`src/rtl/lsu.sv`:
```
// Load/store unit: EX->MEM bus handshake, lane alignment,
// load extension and misaligned/illegal/timeout exceptions.
module lsu #(
  parameter int unsigned TIMEOUT_CYCLES = 255
) (
  input  logic        clk,
  input  logic        rst_n,
  input  logic        ex_valid,
  output logic        ex_ready,
  input  logic        ex_mem_read,
  input  logic        ex_mem_write,
  input  logic [2:0]  ex_funct3,
  input  logic [31:0] ex_addr,
  input  logic [31:0] ex_wdata,
  input  logic [4:0]  ex_rd,
  output logic        mem_req,
  output logic        mem_we,
  output logic [31:0] mem_addr,
  output logic [31:0] mem_wdata,
  output logic [3:0]  mem_wstrb,
  input  logic        mem_gnt,
  input  logic        mem_rvalid,
  input  logic [31:0] mem_rdata,
  output logic        wb_valid,
  output logic [4:0]  wb_rd,
  output logic [31:0] wb_data,
  output logic        store_done,
  output logic        exc_valid,
  output logic [1:0]  exc_cause,
  output logic [31:0] exc_addr
);

  typedef enum logic [1:0] {
    S_IDLE,
    S_REQ,
    S_WAIT
  } state_t;

  localparam logic [8:0] TMO = 9'(TIMEOUT_CYCLES);

  state_t      state;
  logic [7:0]  cnt;
  logic [31:0] addr_q;
  logic [4:0]  rd_q;
  logic [2:0]  f3_q;
  logic        we_q;

  logic        accept;
  logic        is_ld;
  logic        is_st;
  logic        ld_ok;
  logic        st_ok;
  logic        illegal;
  logic        misal;
  logic [31:0] st_data;
  logic [3:0]  st_strb;
  logic [31:0] shifted;
  logic [31:0] ld_data;
  logic [8:0]  cnt_nxt;
  logic        tmo;

  assign ex_ready = (state == S_IDLE) && rst_n;
  assign accept   = ex_valid && ex_ready;
  assign is_ld    = ex_mem_read && !ex_mem_write;
  assign is_st    = ex_mem_write && !ex_mem_read;
  assign cnt_nxt  = {1'b0, cnt} + 9'd1;
  assign tmo      = cnt_nxt >= TMO;

  always_comb begin
    ld_ok = 1'b0;
    unique case (ex_funct3)
      3'b000, 3'b001, 3'b010,
      3'b100, 3'b101: ld_ok = 1'b1;
      default:        ld_ok = 1'b0;
    endcase
  end

  assign st_ok   = (ex_funct3 == 3'b000) ||
                   (ex_funct3 == 3'b001) ||
                   (ex_funct3 == 3'b010);
  assign illegal = (ex_mem_read && ex_mem_write) ||
                   (is_ld && !ld_ok) ||
                   (is_st && !st_ok);
  assign misal   = (ex_funct3[1:0] == 2'b01 && ex_addr[0]) ||
                   (ex_funct3[1:0] == 2'b10 && ex_addr[1:0] != 2'b00);

  always_comb begin
    st_data = ex_wdata;
    st_strb = 4'b1111;
    unique case (1'b1)
      ex_funct3[1:0] == 2'b00: begin
        st_data = {4{ex_wdata[7:0]}};
        st_strb = 4'b0001 << ex_addr[1:0];
      end
      ex_funct3[1:0] == 2'b01: begin
        st_data = {2{ex_wdata[15:0]}};
        st_strb = 4'b0011 << ex_addr[1:0];
      end
      default: begin
        st_data = ex_wdata;
        st_strb = 4'b1111;
      end
    endcase
  end

  assign shifted = mem_rdata >> {addr_q[1:0], 3'b000};

  always_comb begin
    ld_data = mem_rdata;
    unique case (f3_q)
      3'b000:  ld_data = {{24{shifted[7]}}, shifted[7:0]};
      3'b001:  ld_data = {{16{shifted[15]}}, shifted[15:0]};
      3'b100:  ld_data = {24'd0, shifted[7:0]};
      3'b101:  ld_data = {16'd0, shifted[15:0]};
      default: ld_data = mem_rdata;
    endcase
  end

  always_ff @(posedge clk) begin
    if (!rst_n) begin
      state      <= S_IDLE;
      cnt        <= 8'd0;
      addr_q     <= 32'd0;
      rd_q       <= 5'd0;
      f3_q       <= 3'd0;
      we_q       <= 1'b0;
      mem_req    <= 1'b0;
      mem_we     <= 1'b0;
      mem_addr   <= 32'd0;
      mem_wdata  <= 32'd0;
      mem_wstrb  <= 4'd0;
      wb_valid   <= 1'b0;
      wb_rd      <= 5'd0;
      wb_data    <= 32'd0;
      store_done <= 1'b0;
      exc_valid  <= 1'b0;
      exc_cause  <= 2'd0;
      exc_addr   <= 32'd0;
    end else begin
      wb_valid   <= 1'b0;
      store_done <= 1'b0;
      exc_valid  <= 1'b0;
      unique case (state)
        S_IDLE: begin
          if (accept && (ex_mem_read || ex_mem_write)) begin
            if (illegal) begin
              exc_valid <= 1'b1;
              exc_cause <= 2'b00;
              exc_addr  <= ex_addr;
            end else if (misal) begin
              exc_valid <= 1'b1;
              exc_cause <= is_st ? 2'b10 : 2'b01;
              exc_addr  <= ex_addr;
            end else begin
              addr_q    <= ex_addr;
              rd_q      <= ex_rd;
              f3_q      <= ex_funct3;
              we_q      <= is_st;
              cnt       <= 8'd0;
              mem_req   <= 1'b1;
              mem_we    <= is_st;
              mem_addr  <= {ex_addr[31:2], 2'b00};
              mem_wdata <= is_st ? st_data : 32'd0;
              mem_wstrb <= is_st ? st_strb : 4'd0;
              state     <= S_REQ;
            end
          end
        end
        S_REQ: begin
          cnt <= cnt_nxt[7:0];
          if (mem_gnt) begin
            mem_req <= 1'b0;
            if (we_q) begin
              store_done <= 1'b1;
              state      <= S_IDLE;
            end else begin
              state <= S_WAIT;
            end
          end else if (tmo) begin
            mem_req   <= 1'b0;
            exc_valid <= 1'b1;
            exc_cause <= 2'b11;
            exc_addr  <= addr_q;
            state     <= S_IDLE;
          end
        end
        S_WAIT: begin
          cnt <= cnt_nxt[7:0];
          if (mem_rvalid) begin
            wb_valid <= 1'b1;
            wb_rd    <= rd_q;
            wb_data  <= ld_data;
            state    <= S_IDLE;
          end else if (tmo) begin
            exc_valid <= 1'b1;
            exc_cause <= 2'b11;
            exc_addr  <= addr_q;
            state     <= S_IDLE;
          end
        end
        default: state <= S_IDLE;
      endcase
    end
  end

endmodule

```
`config.mk`:
```
export PLATFORM = sky130hd
export DESIGN_NAME = lsu
export DESIGN_NICKNAME = d
export VERILOG_FILES = /design/src/rtl/lsu.sv
export SDC_FILE = /design/constraint.sdc
export NUM_CORES = 1
export LEC_CHECK = 0
export CAP_MARGIN = 0
export CORE_MARGIN = 5
export CORE_UTILIZATION = 30
export DETAILED_ROUTE_END_ITERATION = 8
export GPL_TIMING_DRIVEN = 1
export RECOVER_POWER = 25
export SYNTH_ARGS = -nofsm -noshare
export SYNTH_HDL_FRONTEND = slang
export SYNTH_SLANG_ARGS = --single-unit
```
`constraint.sdc`:
```
create_clock -name clk -period 3.4 [get_ports clk]
set_clock_uncertainty 0.15 [all_clocks]
set_input_delay 0.34 -clock clk [delete_from_list [all_inputs] [get_ports clk]]
set_output_delay 0.34 -clock clk [all_outputs]
set_load 0.01 [all_outputs]
```
Word level (Yosys, flattened, before mapping)
Index checks and enable logic that the tools add are counted.
- flip-flop bits (word level): 192
- word-level logic and storage cells: 128
- memory bits (writable): 0
- memories kept: 0
- output and inout bits: 145
- memory bits (read-only): 0
- latch bits: 0
- $lt $le $gt $ge: 1
- divide/modulo/power cells: 0
- bitwise gates (word level): 2
- reduce and logical (&&, ||, !) cells: 38
- shift-type cells: 3
- multiplexer cells: 48
- multiply operators: 0
- add/sub/neg operators: 1
- eq/ne operators: 18
- operator list (operator ; number):
    two-way mux 32 bit ; 7
    one-hot mux 32 bit (4 select lines) ; 1
    one-hot mux 32 bit (3 select lines) ; 1
    one-hot mux 32 bit (2 select lines) ; 1
    right shift 32 x 5 -> 16 bit ; 1
    two-way mux 2 bit ; 14
    two-way mux 8 bit ; 3
    one-hot mux 8 bit (2 select lines) ; 1
    two-way mux 1 bit ; 14
    == test 3 bit (second input constant) ; 4
    one-hot mux 2 bit (3 select lines) ; 2
    logical AND 1 bit ; 10
    AND reduction 5 bit ; 2
    adder 8 x 1 -> 9 bit (second input constant) ; 1
    greater-or-equal comparator 9 x 8 -> 1 bit (second input constant) ; 1
    != test 2 bit (second input constant) ; 4
    one-hot mux 4 bit (2 select lines) ; 1
    AND reduction 4 bit ; 2
    == test 3 x 1 -> 1 bit (second input constant) ; 2
    logical NOT 3 bit ; 2
    logical OR 1 bit ; 6
    != test 3 bit (second input constant) ; 2
    AND reduction 3 bit ; 2
    nonzero test 2 bit ; 3
    other kinds (16) ; 24

Depth between registers and ports, before layout
- word-level depth: 10
- gate-level depth with buffers: 10
- mapped depth without buffers: 8

Least setup slack after synthesis
No wires, ideal clock.
- path type: register to register
- start: reg state[0]
- end: reg addr_q[27]
- data arrival time: 2.073 ns
- cell stages (with the launch flop): 11
- path buffers: 3
- slack: 1.106 ns
- required time: 3.180 ns
- clock period less this slack: 2.294 ns
- setup time: 0.070 ns
- cells stage by stage: dfxtp_1 > inv_1 > ha_1 > and2_1 > o211ai_1 > nand3b_1 > buf_2 > buf_2 > buf_1 > nand2_1 > a21oi_1
- cells in the longest elaborated chain, start to end: 5
- RTL lines (item ; line ; text):
    start, declared ; 41 ; state_t state;
    start signal, assigned ; 121 ; state <= S_IDLE;
    start signal, assigned ; 165 ; state <= S_REQ;
    start signal, assigned ; 175 ; state <= S_IDLE;
    logical NOT 2 bit ; 62 ; assign ex_ready = (state == S_IDLE) && rst_n;
    logical AND 1 bit ; 62 ;
    net ex_ready ; 9 ; output logic ex_ready,
    logical AND 1 bit ; 63 ; assign accept = ex_valid && ex_ready;
    logical AND 1 bit ; 145 ; if (accept && (ex_mem_read || ex_mem_write)) begin
    AND reduction 4 bit (no line) ; -- ;
    end signal, assigned ; 155 ; addr_q <= ex_addr;
    end, declared ; 43 ; logic [31:0] addr_q;
The timed path passes the listed nets, and every way through them passes these cells.
A chain may end at the register's enable or synchronous reset.

Worst setup path after layout
- start: in ex_addr[1]
- end: reg state[1]
- cells in the longest elaborated chain, start to end: 5
- RTL lines (item ; line ; text):
    start, declared ; 13 ; input logic [31:0] ex_addr,
    nonzero test 2 bit ; 85 ; (ex_funct3[1:0] == 2'b10 && ex_addr[1:0] != 2'b00);
    logical AND 1 bit ; 85 ;
    logical OR 1 bit ; 84 ; assign misal = (ex_funct3[1:0] == 2'b01 && ex_addr[0]) ||
    != test 2 bit (no line) ; -- ;
    AND reduction 3 bit (no line) ; -- ;
Every way passes these cells.

==> flow_summary.yaml <==
layout:
  final_common_cell: "nand2_1"
  syn_to_final_growth_pct: 42.7
  fin_cells: 1442
  drive_gt1_share_pct: 10.2
  fin_area_sq_um: 10700
  most-common-layout-cells: "nand2_1, clkdlybuf4s50_1, dfxtp_1"
  fin_nets: 1215
global_routing:
  track_usage_pct: 16.4
  grt_pass1_wl_mm: 37.5
  grt_pass1_vias: 6755
  antenna_found_initial: 1
  grt_max_degree: 102
  grt-ovfl-total: 0
timing:
  rsz0062_at_grt: "no"
  finalHoldViolCount: 0
  whs_ns: 0.223
  slew_viol_final: 102
  layout_min_cycle_time_ns: 2.73
  tns_ns: 0
  slew_headroom_pct: -33.0
  fin_crit_sh_pct: 80.2
  setup_ws_ns: 0.673
  fmax_ghz: 0.367
  setup_violations: 0
  worst_slew_pin_slew_ns: 1.99
logic_synthesis:
  yosysWarnings: 0
  ys_ff_latch: 162
  synth_edf_count: 0
  synth_seq_area_share_pct: 43.1
  syn_avg_cell_area_sq_um: 8.33
  yosysUniqueCellTypes: 51
  syn_area_sq_um: 7530
  synth_cells: 904
  postSynth.asyncResetShare_pct: 0
  synthFlopType: "dfxtp_1"
run_status:
  outcome: "complete, but fails checks"
  violations: "max-capacitance violations, max-slew violations"
worst_setup_path:
  start_kind: "primary input"
  worstPathRequired_ns: 3.60
  critPathMaxFanout: 9
  cp-end-kind: "register"
  worstPathArrival_ns: 2.93
  critical_path_class: "primary input to register"
  reg2reg_setup_slack_ns: 0.69
  r2r_cells: 8
routing:
  wl_per_cell_um: 16.9
  drt_pre_antenna_iters: 5
  routed_wl_mm: 24.4
  vias: 6995
  drt_iter0_markers: 358
  routed_via_density: 4.85
  wl_met1_mm: 10.4
  dr_wl_met3_mm: 2.04
  top_layer: "met4"
  ant_nets: 0
  dr_wl_met2_mm: 11.3
  drc: 0
clock_tree:
  root_buffer: "clkbuf_16"
  cts_setup_buffers: 0
  htree_levels: 4
  cts_made_buffers: 17
  clk_latency_ns: 0.42
  cts_buffer_depth: 2
  hold_buffers: 0
  clock-sinks: 162
  cts_tree: "built"
  clk_pin_slew_ns: 0.07
  cts_resized: 0
placed_design:
  dpl.hpwl_mm: 17.4
  dp_cells: 1409
  post-place-ws_ns: 0.258
  gp_congestion: 0.851
  io_buffers: 253
  dpl_cell_area_sq_um: 10100
floorplan:
  row_count: 58
  start_util_pct: 30.2
  core_sq_um: 25000
  die_h_um: 168
  dieArea_sq_um: 28400
  die_width_um: 168
  num_io_pins: 256
min_path:
  holdPathStages: 3
  min_path_type: "primary input to register"
power:
  peakVddDrop_mv: 0.328
  powerDensity_nw_per_um2: 419
  leakagePower_uw: 0.00414
run:
  maxCapViolCount: 1
[path summary, 6_finish.rpt]
path	from	to
hold reg to reg	rd_q[2]	wb_rd[2]
setup reg to reg	state[1]	state[1]
hold / removal	rst_n	mem_wdata[5]
setup / recovery	ex_addr[1]	state[1]
[power breakdown]
part	internal [uW]	switching, uW
sequential	1940	27.4
combinational	298	265
clock	1110	860
[sequential cells by signal (all words and copies together) (netlist names)]
register	flops
wb_data	32
we_q	1
store_done	1
rd_q	5
exc_addr	32
exc_cause	2
exc_valid	1
cnt	8
mem_req	1
state	2
addr_q	32
mem_wdata	32
f3_q	3
wb_rd	5
wb_valid	1
mem_wstrb	4
[layer usage]
metal / global-route usage, % / vias to the layer above
met5: 0 / -
met4: 4.98 / 0
met3: 6.48 / 35
met2: 26.6 / 232
met1: 20.0 / 3263
li1: - / 3465
[layout make-up]
| class | count | area (sq um) |
|---|---|---|
| Fill cell | 2513 | 14200 |
| Multi-Input combinational cell | 636 | 3740 |
| Sequential cell | 162 | 3240 |
| Timing Repair Buffer | 273 | 2710 |
| Clock buffer | 18 | 429 |
| Tap cell | 330 | 413 |
| Clock inverter | 14 | 166 |
| Inverter | 8 | 31.3 |
| Antenna cell | 1 | 2.50 |
[metrics by stage]
stage	power, uW	utilization [%]
2_1_floorplan	2290	-
3_3_place_gp	2580	40.6
3_5_place_dp	2580	40.6
4_1_cts	4570	43.0
5_1_grt	4690	43.0
6_report	4500	43.0
[worst max-delay path, stage by stage]
cell             delay (ns)
clkdlybuf4s50_1        0.53
or2_2                  0.33
a222oi_1               0.44
nand3b_1               0.42
a21o_1                 0.41
o32a_1                 0.32
a21oi_1                0.14
[cells in the mapped netlist, drive strengths merged, types with 3 or more instances]
library cell | count | share of area [%]
o221a | 4 | 0.60
dfxtp | 162 | 43
a22oi | 30 | 3.0
o22ai | 3 | 0.25
a221oi | 8 | 0.93
nand3 | 9 | 0.60
or3 | 4 | 0.33
inv | 7 | 0.35
clkbuf | 53 | 2.6
mux2i | 51 | 6.8
ha | 6 | 1.0
nor2 | 67 | 3.4
nand2 | 215 | 11
o21ai | 46 | 3.1
a21oi | 92 | 6.3
nor2b | 6 | 0.50
mux2 | 50 | 7.5
xor2 | 4 | 0.47
buf | 46 | 4.4
o221ai | 7 | 0.81
[kinds of logic after synthesis]
group	count (synthesis)	synth area share [%]
flops	162	43.1
other cells	1	0.0498
simple gates	313	16.6
buf+inv	107	7.40
xor+xnor	4	0.465
mux	101	14.3
compound gates	210	17.2
fa+ha+maj	6	0.997
Power figures use the tool's default switching activity.
